`config.mk`:
```
export PLATFORM = sky130hd
export DESIGN_NAME = uart_prog_loader
export DESIGN_NICKNAME = d
export VERILOG_FILES = /design/src/rtl/uart_prog_loader.sv
export SDC_FILE = /design/constraint.sdc
export NUM_CORES = 1
export LEC_CHECK = 0
export ABC_AREA = 1
export BUFFER_PORTS_ARGS = -buffer_cell sky130_fd_sc_hd__buf_4
export CORE_MARGIN = 2
export CORE_UTILIZATION = 50
export DETAILED_ROUTE_END_ITERATION = 7
export HOLD_SLACK_MARGIN = 0.03
export PLACE_DENSITY = 0.69
export SYNTH_ARGS = -nofsm -noshare
export SYNTH_HDL_FRONTEND = slang
export SYNTH_SLANG_ARGS = --single-unit
```
`constraint.sdc`:
```
create_clock -name clk -period 2.78 [get_ports clk]
set_clock_uncertainty 0.15 [all_clocks]
set_input_delay 0.278 -clock clk [delete_from_list [all_inputs] [get_ports clk]]
set_output_delay 0.278 -clock clk [all_outputs]
set_load 0.1 [all_outputs]
```
`src/rtl/uart_prog_loader.sv`:
```
// -----------------------------------------------------------------------------
// uart_prog_loader
//
// Parses framed program images arriving from a UART receiver and streams the
// payload into memory through a simple write port. While a load is in
// progress the CPU is held stopped. Each complete frame is answered with an
// ACK (0x06) or NAK (0x15) byte through the UART transmitter.
//
// Frame format: 0xA5, ADDR, LEN, LEN payload bytes, CSUM
//   LEN = 0 means 256 payload bytes.
//   CSUM = (ADDR + LEN + sum of payload) mod 256. The header is excluded.
//
// Parameters:
//   ADDR_W          memory address width; the write pointer wraps mod 2^ADDR_W
//   TIMEOUT_CYCLES  inter-byte timeout in clk cycles (>= 2)
//
// Ports:
//   clk        system clock, all logic on the rising edge
//   reset      asynchronous, active-high reset
//   rx_data    received byte                     rx_valid  one-cycle strobe
//   tx_data    response byte                     tx_start  one-cycle strobe
//   tx_busy    transmitter busy, tx_start only issued while low
//   mem_addr   write address                     mem_wdata write data
//   mem_we     one-cycle write strobe
//   cpu_hold   high while the CPU must stay stopped
//   load_done  one-cycle pulse on a successful frame
//   err        sticky error flag (bad checksum or timeout)
// -----------------------------------------------------------------------------
module uart_prog_loader #(
    parameter int ADDR_W         = 8,
    parameter int TIMEOUT_CYCLES = 2700000
) (
    input  logic              clk,
    input  logic              reset,
    input  logic [7:0]        rx_data,
    input  logic              rx_valid,
    output logic [7:0]        tx_data,
    output logic              tx_start,
    input  logic              tx_busy,
    output logic [ADDR_W-1:0] mem_addr,
    output logic [7:0]        mem_wdata,
    output logic              mem_we,
    output logic              cpu_hold,
    output logic              load_done,
    output logic              err
);

    localparam int                TMO_W    = $clog2(TIMEOUT_CYCLES + 1);
    localparam logic [TMO_W-1:0]  TMO_LAST = TMO_W'(TIMEOUT_CYCLES - 1);
    localparam logic [7:0]        HDR_BYTE = 8'hA5;
    localparam logic [7:0]        ACK_BYTE = 8'h06;
    localparam logic [7:0]        NAK_BYTE = 8'h15;

    typedef enum logic [2:0] {
        S_IDLE,
        S_ADDR,
        S_LEN,
        S_DATA,
        S_CSUM,
        S_RESP
    } state_t;

    // Registered state and its next-state values.
    state_t              state,       state_d;
    logic [ADDR_W-1:0]   ptr,         ptr_d;       // next write address
    logic [8:0]          cnt,         cnt_d;       // payload bytes still to come
    logic [7:0]          sum,         sum_d;       // running checksum
    logic [TMO_W-1:0]    tmo,         tmo_d;       // cycles since last byte
    logic                ok,          ok_d;        // checksum matched
    logic [7:0]          tx_data_d;
    logic                tx_start_d;
    logic [ADDR_W-1:0]   mem_addr_d;
    logic [7:0]          mem_wdata_d;
    logic                mem_we_d;
    logic                cpu_hold_d;
    logic                load_done_d;
    logic                err_d;

    logic                in_frame;

    // The inter-byte timeout only runs while a frame is being received;
    // RESP waits on the transmitter and is not subject to it.
    assign in_frame = (state inside {S_ADDR, S_LEN, S_DATA, S_CSUM});

    always_ff @(posedge clk or posedge reset) begin
        if (reset) begin
            state     <= S_IDLE;
            ptr       <= '0;
            cnt       <= '0;
            sum       <= '0;
            tmo       <= '0;
            ok        <= 1'b0;
            tx_data   <= '0;
            tx_start  <= 1'b0;
            mem_addr  <= '0;
            mem_wdata <= '0;
            mem_we    <= 1'b0;
            cpu_hold  <= 1'b0;
            load_done <= 1'b0;
            err       <= 1'b0;
        end else begin
            // NOTE: non-blocking assignments so every register samples the
            // values from before this edge, independent of statement order.
            state     <= state_d;
            ptr       <= ptr_d;
            cnt       <= cnt_d;
            sum       <= sum_d;
            tmo       <= tmo_d;
            ok        <= ok_d;
            tx_data   <= tx_data_d;
            tx_start  <= tx_start_d;
            mem_addr  <= mem_addr_d;
            mem_wdata <= mem_wdata_d;
            mem_we    <= mem_we_d;
            cpu_hold  <= cpu_hold_d;
            load_done <= load_done_d;
            err       <= err_d;
        end
    end

    always_comb begin
        // NOTE: every signal gets a default before any branch so no path
        // leaves one unassigned, which would otherwise infer a latch.
        state_d     = state;
        ptr_d       = ptr;
        cnt_d       = cnt;
        sum_d       = sum;
        ok_d        = ok;
        tx_data_d   = tx_data;
        tx_start_d  = 1'b0;
        mem_addr_d  = mem_addr;
        mem_wdata_d = mem_wdata;
        mem_we_d    = 1'b0;
        cpu_hold_d  = cpu_hold;
        load_done_d = 1'b0;
        err_d       = err;

        if (in_frame && !rx_valid) begin
            tmo_d = tmo + TMO_W'(1);
        end else begin
            tmo_d = '0;
        end

        unique case (state)
            S_IDLE: begin
                if (rx_valid && rx_data == HDR_BYTE) begin
                    state_d    = S_ADDR;
                    cpu_hold_d = 1'b1;
                    err_d      = 1'b0;
                    sum_d      = '0;
                end
            end

            S_ADDR: begin
                if (rx_valid) begin
                    ptr_d   = ADDR_W'(rx_data);
                    sum_d   = sum + rx_data;
                    state_d = S_LEN;
                end
            end

            S_LEN: begin
                if (rx_valid) begin
                    cnt_d   = (rx_data == 8'h00) ? 9'd256 : {1'b0, rx_data};
                    sum_d   = sum + rx_data;
                    state_d = S_DATA;
                end
            end

            S_DATA: begin
                if (rx_valid) begin
                    mem_we_d    = 1'b1;
                    mem_addr_d  = ptr;
                    mem_wdata_d = rx_data;
                    ptr_d       = ptr + ADDR_W'(1);
                    cnt_d       = cnt - 9'd1;
                    sum_d       = sum + rx_data;
                    if (cnt == 9'd1) begin
                        state_d = S_CSUM;
                    end
                end
            end

            S_CSUM: begin
                if (rx_valid) begin
                    if (rx_data == sum) begin
                        tx_data_d = ACK_BYTE;
                        ok_d      = 1'b1;
                    end else begin
                        tx_data_d = NAK_BYTE;
                        ok_d      = 1'b0;
                        err_d     = 1'b1;
                    end
                    state_d = S_RESP;
                end
            end

            S_RESP: begin
                // Received bytes are dropped here; the frame is already over.
                if (!tx_busy) begin
                    tx_start_d = 1'b1;
                    if (ok) begin
                        load_done_d = 1'b1;
                        cpu_hold_d  = 1'b0;
                    end
                    state_d = S_IDLE;
                end
            end

            default: begin
                state_d = S_IDLE;
            end
        endcase

        // Silence for too long abandons the frame without a response. Writes
        // already made stay in memory and cpu_hold stays up, so the partial
        // image can never run. A byte in the expiry cycle keeps the frame.
        if (in_frame && !rx_valid && tmo == TMO_LAST) begin
            state_d = S_IDLE;
            err_d   = 1'b1;
        end
    end

endmodule

```
==> results of run 1 <==
registers in the layout, indices dropped and copies added (netlist names), 3 cells and up:
| signal | count |
|---|---|
| ptr | 8 |
| state | 3 |
| tmo | 22 |
| sum | 8 |
| tx_data | 3 |
| cnt | 9 |
| mem_wdata | 8 |
| mem_addr | 8 |
worst paths after layout:
check                            from           end  slack (ps)  depth (start not counted)
max                            sum[0]        sum[6]         840                          8
min                        rx_data[2]  mem_wdata[2]          40                          3
max reg2reg                    sum[0]        sum[6]         840                          8
min reg2reg                    tmo[0]        tmo[0]         310                          1
max in group asynchronous       reset        cnt[0]        1650                          4
min in group asynchronous       reset        tmo[9]         430                          4
placed cells by master (no fill, tap or decap), drive strengths merged, types with 3 or more instances in the layout:
| master | count |
|---|---|
| nand2 | 141 |
| inv | 81 |
| dfrtp | 74 |
| nor2 | 70 |
| o21ai | 52 |
| buf | 39 |
| nand3 | 36 |
| a21oi | 18 |
| nor3 | 16 |
| ha | 11 |
| nand4 | 10 |
| clkbuf | 10 |
| xor2 | 8 |
| nor4 | 5 |
| a22oi | 4 |
| conb | 4 |
| a31oi | 3 |
| bufinv | 3 |
| a21boi | 3 |
stage by stage:
step                total power, uW  instance area [sq um]  worst slack [ps]  instances  hold slack, ps
global route                   5860                   4790               656        709            50.4
floorplan                      3920                   4200               470        563             194
finish                         5470                   4790               842        709            41.7
global placement               4410                   4530               878        692             265
detailed placement             4460                   4530               861        692             263
CTS                            5500                   4790               881        709            32.2
cells by family after synthesis:
| group | count (synthesis) | synth area share, % |
|---|---|---|
| compound gates | 85 | 11.0 |
| xor+xnor | 9 | 1.88 |
| fa+ha+maj | 12 | 3.76 |
| buf+inv | 96 | 9.58 |
| flops | 74 | 44.2 |
| other cells | 1 | 0.0895 |
| simple gates | 283 | 29.5 |
worst reg2reg max path: cells and delay by family, from the launching register on:
| kind | cells | cell delay [ps] |
|---|---|---|
| AOI/OAI and AO/OA | 2 | 440 |
| adders and majority gates | 2 | 570 |
| buffers and inverters | 1 | 70 |
| DFF | 1 | 360 |
| and+or+nand+nor | 3 | 280 |
area by class of cell:
type | count | share of cell area (%)
clock inverters | 5 | 2.14
clock buffers | 10 | 2.87
repair buffers | 41 | 6.53
multi-input cells | 393 | 40.7
well taps | 105 | 2.74
flip-flops and latches | 74 | 38.7
inverters | 81 | 6.35
metal layers:
layer  wire (um)  vias to the layer above  part of all wire [%]  global-route usage (%)
met5           0                        -                     0                       0
met4         151                        0                   1.6                    8.33
met3         366                       13                   3.8                    3.56
met2        4450                       91                    47                    37.8
met1        4570                     1736                    48                    31.5
li1            -                     1877                     -                       -
power groups by stage:
| stage | combinational, uW | clock [uW] | sequential (uW) |
|---|---|---|---|
| floorplan | 1320 | 0 | 2600 |
| global placement | 2760 | 0 | 1650 |
| detailed placement | 2800 | 0 | 1660 |
| CTS | 2810 | 1040 | 1650 |
| global route | 3080 | 1090 | 1700 |
| finish | 2810 | 1020 | 1650 |
timing repair:
action                                 CTS  global route
endpoints found under the hold margin   76             0
buffers inserted                         0             0
hold buffers                             2             0
==> results.py, run 1 <==
metrics = {
    "power_and_ir_drop": {
        "seq_power_share_pct": 30.1,
        "pwr_density_cell_nw_per_um2": 1140,
        "share_comb_of_total_power_pct": 51.3,
        "sw_frac_of_total_pct": 50.5,
        "p_int_uw": 2710,
        "p_leak_uw": 0.00234,
        "switchingPower_uw": 2770,
        "max-vdd-ir-drop_uv": 719,
        "power_frac_clock_pct": 18.7,
    },
    "drt": {
        "vias_per_cell": 5.24,
        "post_drt_wl_per_cell_um": 13.4,
        "firstDrtPassIters": 7,
        "routed_wl_um": 9540,
        "detail-route-antenna-nets": 0,
        "drcViolationCount": 0,
        "vias": 3717,
        "first_iter_violations": 138,
    },
    "finish": {
        "seqCellArea_sq_um": 1850,
        "multi_input_area_sq_um": 1950,
        "drive_gt1_share_pct": 12.4,
        "area_delta_synth_final_pct": 14.3,
        "antenna_cells": 0,
        "fin_nets": 624,
        "fillers": 768,
        "final_util_pct": 58.6,
    },
    "setup_path": {
        "critPathKind": "register to register",
        "cpPeakStageDelay_ps": 400,
        "critPathBufInv": 1,
        "cp-start-kind": "register",
        "critical-path-slowest-cell": "fa_1",
        "arrival_ps": 2060,
        "cp_cell_sequence": "ha_1 > inv_1 > fa_1 > o21ai_0 > nand3_1 > nand3_1 > nand2_1 > o21ai_0",
        "required_ps": 2900,
        "end_kind": "register",
        "cp_max_fo": 2,
        "critPathTopFamily": "adder cells",
    },
    "sta": {
        "finalSetupViolations": 0,
        "rsz0062_at_grt": "no",
        "fin_tns_setup_ps": 0,
        "layout_min_cycle_time_ps": 1940,
        "tightest_slew_ps": 728,
        "fmax_ghz": 0.516,
        "min_period_over_period_pct": 69.7,
        "finalMaxSlewViolations": 0,
        "hold_viol_final": 0,
        "relSlewSlack_pct": 51.4,
    },
    "global_route": {
        "grt_pass1_wl_um": 16500,
        "antenna_found_initial": 0,
        "grt-ovfl-total": 0,
        "grt_pass1_vias": 3525,
        "grt_max_degree": 41,
        "grt_use_total_pct": 23.2,
    },
    "synthesis": {
        "yosysWarnings": 0,
        "yosysMostFrequentCell": "nand2_1",
        "yosys.area.top_type": "dfrtp_1",
        "seq_area_frac_synth_pct": 44.2,
        "synth-main-ff-cell": "dfrtp_1",
        "synthCells": 560,
        "synth_edf_count": 0,
        "synth_cell_types": 36,
        "netlist_area_sq_um": 4190,
        "async_flop_share_pct": 100,
        "synthTopCellsByArea": "dfrtp_1, nand2_1, inv_1, nor2_1, o21ai_0",
        "synth_commonest_cells": "nand2_1, dfrtp_1, inv_1, nor2_1, o21ai_0",
        "synth.top_cell.area_share_pct": 44.2,
        "syn_avg_cell_area_sq_um": 7.48,
        "ys_ff_latch": 74,
    },
    "floorplanning": {
        "initial_core_util_pct": 51.3,
        "coreArea_sq_um": 8180,
        "die_h_um": 95.6,
        "die_w_um": 95.6,
        "ioPinCount": 41,
        "core.rowCount": 33,
        "die-area_sq_um": 9130,
    },
    "place": {
        "place_congestion": 0.940,
        "port_buffers": 36,
        "hpwlAfterDp_um": 6960,
    },
    "cts": {
        "clock-sinks": 74,
        "cts_buffers": 9,
        "cts_buffer_depth": 2,
        "cts_tree": "built",
        "clk_latency_ps": 350,
        "htreeDepth": 3,
        "cts_resized": 0,
        "path_clk_slew_ps": 80,
        "root_buffer": "clkbuf_8",
    },
    "outcome": {
        "status": "finished, final reports clean",
    },
    "flow_run": {
        "drv_cap": 0,
    },
    "hold_path": {
        "min_path_type": "input pin to register",
    },
}
Power figures use the tool's default switching activity.
==> run 2: changes to the inputs <==
Clock period 2.78 ns to 2 ns, I/O delays scaled along.
==> run 2 against run 1 <==
Compared with the run above:
- via count rose by 1.1%
- die area did not move
- clock-buffer cell count fell by 1
- sequential power rose by 38%
- combinational power rose by 41%
- cell count rose by 2.1%
- sequential cell count did not move
- design area rose by 2.6%
- setup slack got worse by 690 ps
- sequential share of layout area fell by 0.97 points
- largest cell class unchanged
- highest routed layer unchanged
==> results.py, run 2 (synthesis gave the netlist of run 1 again) <==
metrics = {
    "outcome": {
        "status": "finished, final reports clean",
    },
    "sta": {
        "fin_tns_setup_ps": 0,
        "min_period_over_period_pct": 92.6,
        "hold_viol_final": 0,
        "fmax_ghz": 0.540,
        "finalMaxSlewViolations": 0,
        "finalSetupViolations": 0,
        "rsz0062_at_grt": "no",
        "layout_min_cycle_time_ps": 1850,
    },
    "setup_path": {
        "end_kind": "register",
        "cp-start-kind": "input pin",
        "cp_max_fo": 5,
        "cp.depth": 7,
        "critPathKind": "input pin to register",
        "arrival_ps": 1930,
        "critical-path-slowest-cell": "dlygate4sd3_1",
        "required_ps": 2070,
        "rr_worst_depth": 8,
        "critPathTopFamily": "buffers and inverters",
        "critPathMostFrequentCell": "nand3_1",
        "critPathBufInv": 2,
        "cpPeakStageDelay_ps": 530,
        "cp_cell_sequence": "dlygate4sd3_1 > buf_4 > ha_1 > nor4_1 > nand3_1 > nand2_1 > nand3_1",
    },
    "finish": {
        "layout_common_cells": "nand2_1, dfrtp_1, inv_1",
        "stdcell_area_sq_um": 4910,
        "largest-register": "tmo",
        "largest_reg_flops": 22,
        "drive_gt1_share_pct": 13.7,
        "antenna_cells": 0,
        "fin_nets": 638,
        "area_delta_synth_final_pct": 17.2,
        "stdcell_count": 724,
        "final_common_cell": "nand2_1",
        "reg.largest.list": "tmo: 22 flops, cnt: 9 flops",
    },
    "floorplanning": {
        "die_h_um": 95.6,
        "coreArea_sq_um": 8180,
        "initial_core_util_pct": 51.3,
        "die_w_um": 95.6,
        "ioPinCount": 41,
        "die-area_sq_um": 9130,
        "core.rowCount": 33,
    },
    "cts": {
        "cts_buffer_depth": 2,
        "clk_latency_ps": 350,
        "path_clk_slew_ps": 80,
        "root_buffer": "clkbuf_8",
        "clock-sinks": 74,
        "cts_buffers": 9,
        "htreeDepth": 3,
        "cts_tree": "built",
    },
    "place": {
        "place_congestion": 0.866,
        "port_buffers": 36,
        "hpwlAfterDp_um": 6930,
        "place_area_sq_um": 4580,
        "placed_cells": 696,
    },
    "power_and_ir_drop": {
        "p_leak_uw": 0.00239,
        "pwr_density_cell_nw_per_um2": 1530,
        "p_total_uw": 7530,
        "max-vdd-ir-drop_uv": 1700,
    },
    "drt": {
        "firstDrtPassIters": 5,
        "drcViolationCount": 0,
        "first_iter_violations": 205,
        "post_drt_wl_per_cell_um": 13.3,
        "routed_wl_um": 9620,
        "vias": 3759,
        "vias_per_cell": 5.19,
        "detail-route-antenna-nets": 0,
    },
    "global_route": {
        "grt_pass1_wl_um": 16500,
        "grt_max_degree": 75,
        "grt-ovfl-total": 0,
        "grt_pass1_vias": 3583,
        "antenna_found_initial": 0,
        "grt_use_total_pct": 23.2,
    },
    "flow_run": {
        "drv_cap": 0,
    },
    "hold_path": {
        "min_path_cells": 3,
        "min_path_type": "input pin to register",
    },
}
==> run 2: changes by cell type in the layout (fill, tap and decap cells not counted), sizes merged <==
| cell | delta |
|---|---|
| clkbuf | -1 |
| clkinv | +2 |
| bufinv | -1 |
| clkinvlp | +4 |
| inv | -2 |
| buf | +6 |
| dlygate4sd3 | +7 |
==> run 2: stage by stage <==
step / hold WS, ps / setup WS, ps / util (%)
CTS: 46.7 / 30.4 / 59.7
floorplan: 116 / 242 / -
global route: 98.5 / 4.47 / 60.1
global placement: 196 / 121 / 56.0
finish: 60.9 / 147 / 60.1
detailed placement: 196 / 49.3 / 56.0
==> run 2: report_power, final <==
group / switching (uW) / internal (uW)
Sequential: 321 / 1960
Clock: 575 / 700
Combinational: 2970 / 1000
Total: 3870 / 3660
==> run 2: worst register-to-register path, delay by kind of cell (launching register included) <==
family                     cells  cell delay (ps)
adders and majority gates      2              600
DFF                            1              350
AOI/OAI and AO/OA              2              350
and+or+nand+nor                3              230
buffers and inverters          1               70
==> run 2: repair_timing <==
item                       4_1_cts  5_1_grt
buffers inserted                 0        2
gates resized for setup          0        5
setup endpoints to repair        0       19
hold buffers                     9        0
hold endpoints to repair        83        0
==> run 2: metal layers <==
metal	routed length [um]	share of wire, %	up-vias	track usage, %
met5	0	0	-	0
met4	172	1.8	0	7.98
met3	389	4.0	15	3.79
met2	4410	46	91	37.2
met1	4650	48	1751	31.8
li1	-	-	1902	-
==> run 2: area by class of cell <==
class                           instances  area (sq um)
Clock buffer                            9           124
Clock inverter                          7          93.8
Fill cell                             779          3260
Inverter                               81           312
Multi-Input combinational cell        393          1950
Sequential cell                        74          1850
Tap cell                              105           131
Timing Repair Buffer                   54           440
Timing Repair inverter                  1          7.51
==> run 2: final timing paths <==
| kind | start | end | slack, ps |
|---|---|---|---|
| max in group asynchronous | reset | ptr[7] | 1030 |
| min in group asynchronous | reset | sum[5] | 350 |
| setup / recovery | rx_data[3] | err | 150 |
| hold reg to reg | tmo[0] | tmo[0] | 310 |
| hold / removal | rx_data[1] | mem_wdata[1] | 60 |
| setup reg to reg | sum[0] | sum[6] | 160 |
==> run 3: changes to the inputs <==
Settings changed: REMOVE_ABC_BUFFERS set to 1.
==> run 3 against run 2 <==
Compared with the run above:
- routed wire length increased by 3.0%
- register-to-register slack got worse by 30 ps
- critical path type is now register to register
- combinational power barely moved
- total power increased by 0.21%
- hold slack worse by 19 ps
- die area did not move
==> results.py, run 3 (synthesis gave the netlist of run 1 again) <==
metrics = {
    "drt": {
        "vias": 3764,
        "vias_per_cell": 5.22,
        "routed_wl_um": 9910,
        "drcViolationCount": 0,
        "post_drt_wl_per_cell_um": 13.7,
        "first_iter_violations": 154,
        "detail-route-antenna-nets": 0,
        "firstDrtPassIters": 5,
    },
    "sta": {
        "finalSetupViolations": 0,
        "layout_min_cycle_time_ps": 1870,
        "setup_ws_ps": 130,
        "fmax_ghz": 0.535,
        "finalMaxSlewViolations": 0,
        "rsz0062_at_grt": "no",
        "min_period_over_period_pct": 93.5,
        "hold_slack_ps": 41.5,
        "hold_viol_final": 0,
    },
    "setup_path": {
        "cp-startpoint": "sum[0]",
        "cp_max_fo": 2,
        "cp-start-kind": "register",
        "required_ps": 2120,
        "arrival_ps": 1990,
        "r2r_start": "sum[0]",
        "end_kind": "register",
        "critPathKind": "register to register",
    },
    "hold_path": {
        "min_path_type": "input pin to register",
        "worstHoldStart": "rx_data[4]",
    },
    "floorplanning": {
        "die_h_um": 95.6,
        "initial_core_util_pct": 51.3,
        "ioPinCount": 41,
        "coreArea_sq_um": 8180,
        "core.rowCount": 33,
        "die_w_um": 95.6,
        "die-area_sq_um": 9130,
    },
    "cts": {
        "clk_latency_ps": 350,
        "cts_tree": "built",
        "htreeDepth": 3,
        "cts_buffer_depth": 2,
        "cts_buffers": 9,
        "root_buffer": "clkbuf_8",
        "clock-sinks": 74,
        "path_clk_slew_ps": 80,
    },
    "finish": {
        "area_delta_synth_final_pct": 16.6,
        "final_common_cell": "nand2_1",
        "largest_reg_flops": 22,
        "largest-register": "tmo",
        "drive_gt1_share_pct": 13.3,
        "reg.largest.list": "tmo: 22 flops, cnt: 9 flops",
        "antenna_cells": 0,
        "fin_nets": 635,
        "stdcell_count": 721,
        "layout_common_cells": "nand2_1, dfrtp_1, inv_1",
    },
    "power_and_ir_drop": {
        "max-vdd-ir-drop_uv": 1180,
        "p_total_uw": 7550,
        "p_leak_uw": 0.00239,
        "pwr_density_cell_nw_per_um2": 1540,
    },
    "outcome": {
        "status": "finished, final reports clean",
    },
    "global_route": {
        "grt_max_degree": 39,
        "grt_pass1_vias": 3537,
        "grt-ovfl-total": 0,
        "antenna_found_initial": 0,
        "grt_use_total_pct": 23.0,
        "grt_pass1_wl_um": 16300,
    },
    "place": {
        "placed_cells": 697,
        "hpwlAfterDp_um": 7320,
        "place_ws_ps": 37.1,
        "port_buffers": 36,
        "place_congestion": 0.920,
    },
    "flow_run": {
        "drv_cap": 0,
    },
}
-- run 3: cell count changes in the layout (fill, tap and decap cells not counted) --
cell / change
clkinvlp_4: -4
buf_4: -1
clkbuf_1: +1
clkbuf_8: +1
clkinv_4: -1
dlygate4sd3_1: -1
inv_1: +1
inv_2: +1
nand3_1: -1
nand3_2: +1
-- run 3: repair_timing --
action / in CTS / in global routing
hold buffers: 8 / 0
gates resized for setup: 0 / 4
buffers inserted: 0 / 0
hold endpoints to repair: 83 / 0
endpoints found under the setup margin: 0 / 5
-- run 3: layout make-up --
cell class                 count  area [sq um]
clock buffer                  11           141
clock inverter                 5          77.6
fill                         760          3290
inverter                      81           304
multi-input combinational    393          1960
sequential                    74          1850
tap                          105           131
timing repair buffer          52           423
-- run 3: critical path, stage by stage (launching register included) --
cell,delay [ps]
dfrtp_1,360
ha_1,170
inv_1,80
fa_1,430
o21ai_2,200
nand3_1,110
nand3_1,90
nand2_1,40
o21ai_0,160
-- run 3: final timing paths --
| kind | cells after the start | slack [ps] | endpoint |
|---|---|---|---|
| max | 8 | 130 | sum[6] |
| min | 3 | 40 | mem_wdata[4] |
| max reg2reg | 8 | 130 | sum[6] |
| min reg2reg | 1 | 310 | tmo[0] |
| max in group asynchronous | 4 | 980 | state[2] |
| min in group asynchronous | 3 | 210 | cnt[8] |
-- run 3: where the power goes --
group / leakage, uW / switching, uW / internal (uW) / total [uW]
sequential: 0.000940 / 318 / 1960 / 2280
combinational: 0.00134 / 2980 / 986 / 3960
clock: 0.000109 / 571 / 733 / 1300
-- run 3: layer usage --
layer	part of all wire, %	track usage, %	up-vias
met5	0	0	-
met1	46	31.4	1748
li1	-	-	1893
met2	47	36.4	104
met3	4.6	4.03	19
met4	2.2	9.05	0
-- run 3: metrics by stage --
step	instance area (sq um)	setup TNS [ps]	util [%]
final	4890	0	59.8
after CTS	4880	0	59.7
after global placement	4580	0	56.0
after detailed placement	4580	0	56.0
after global routing	4890	0	59.8
after floorplan	4110	-17140	-
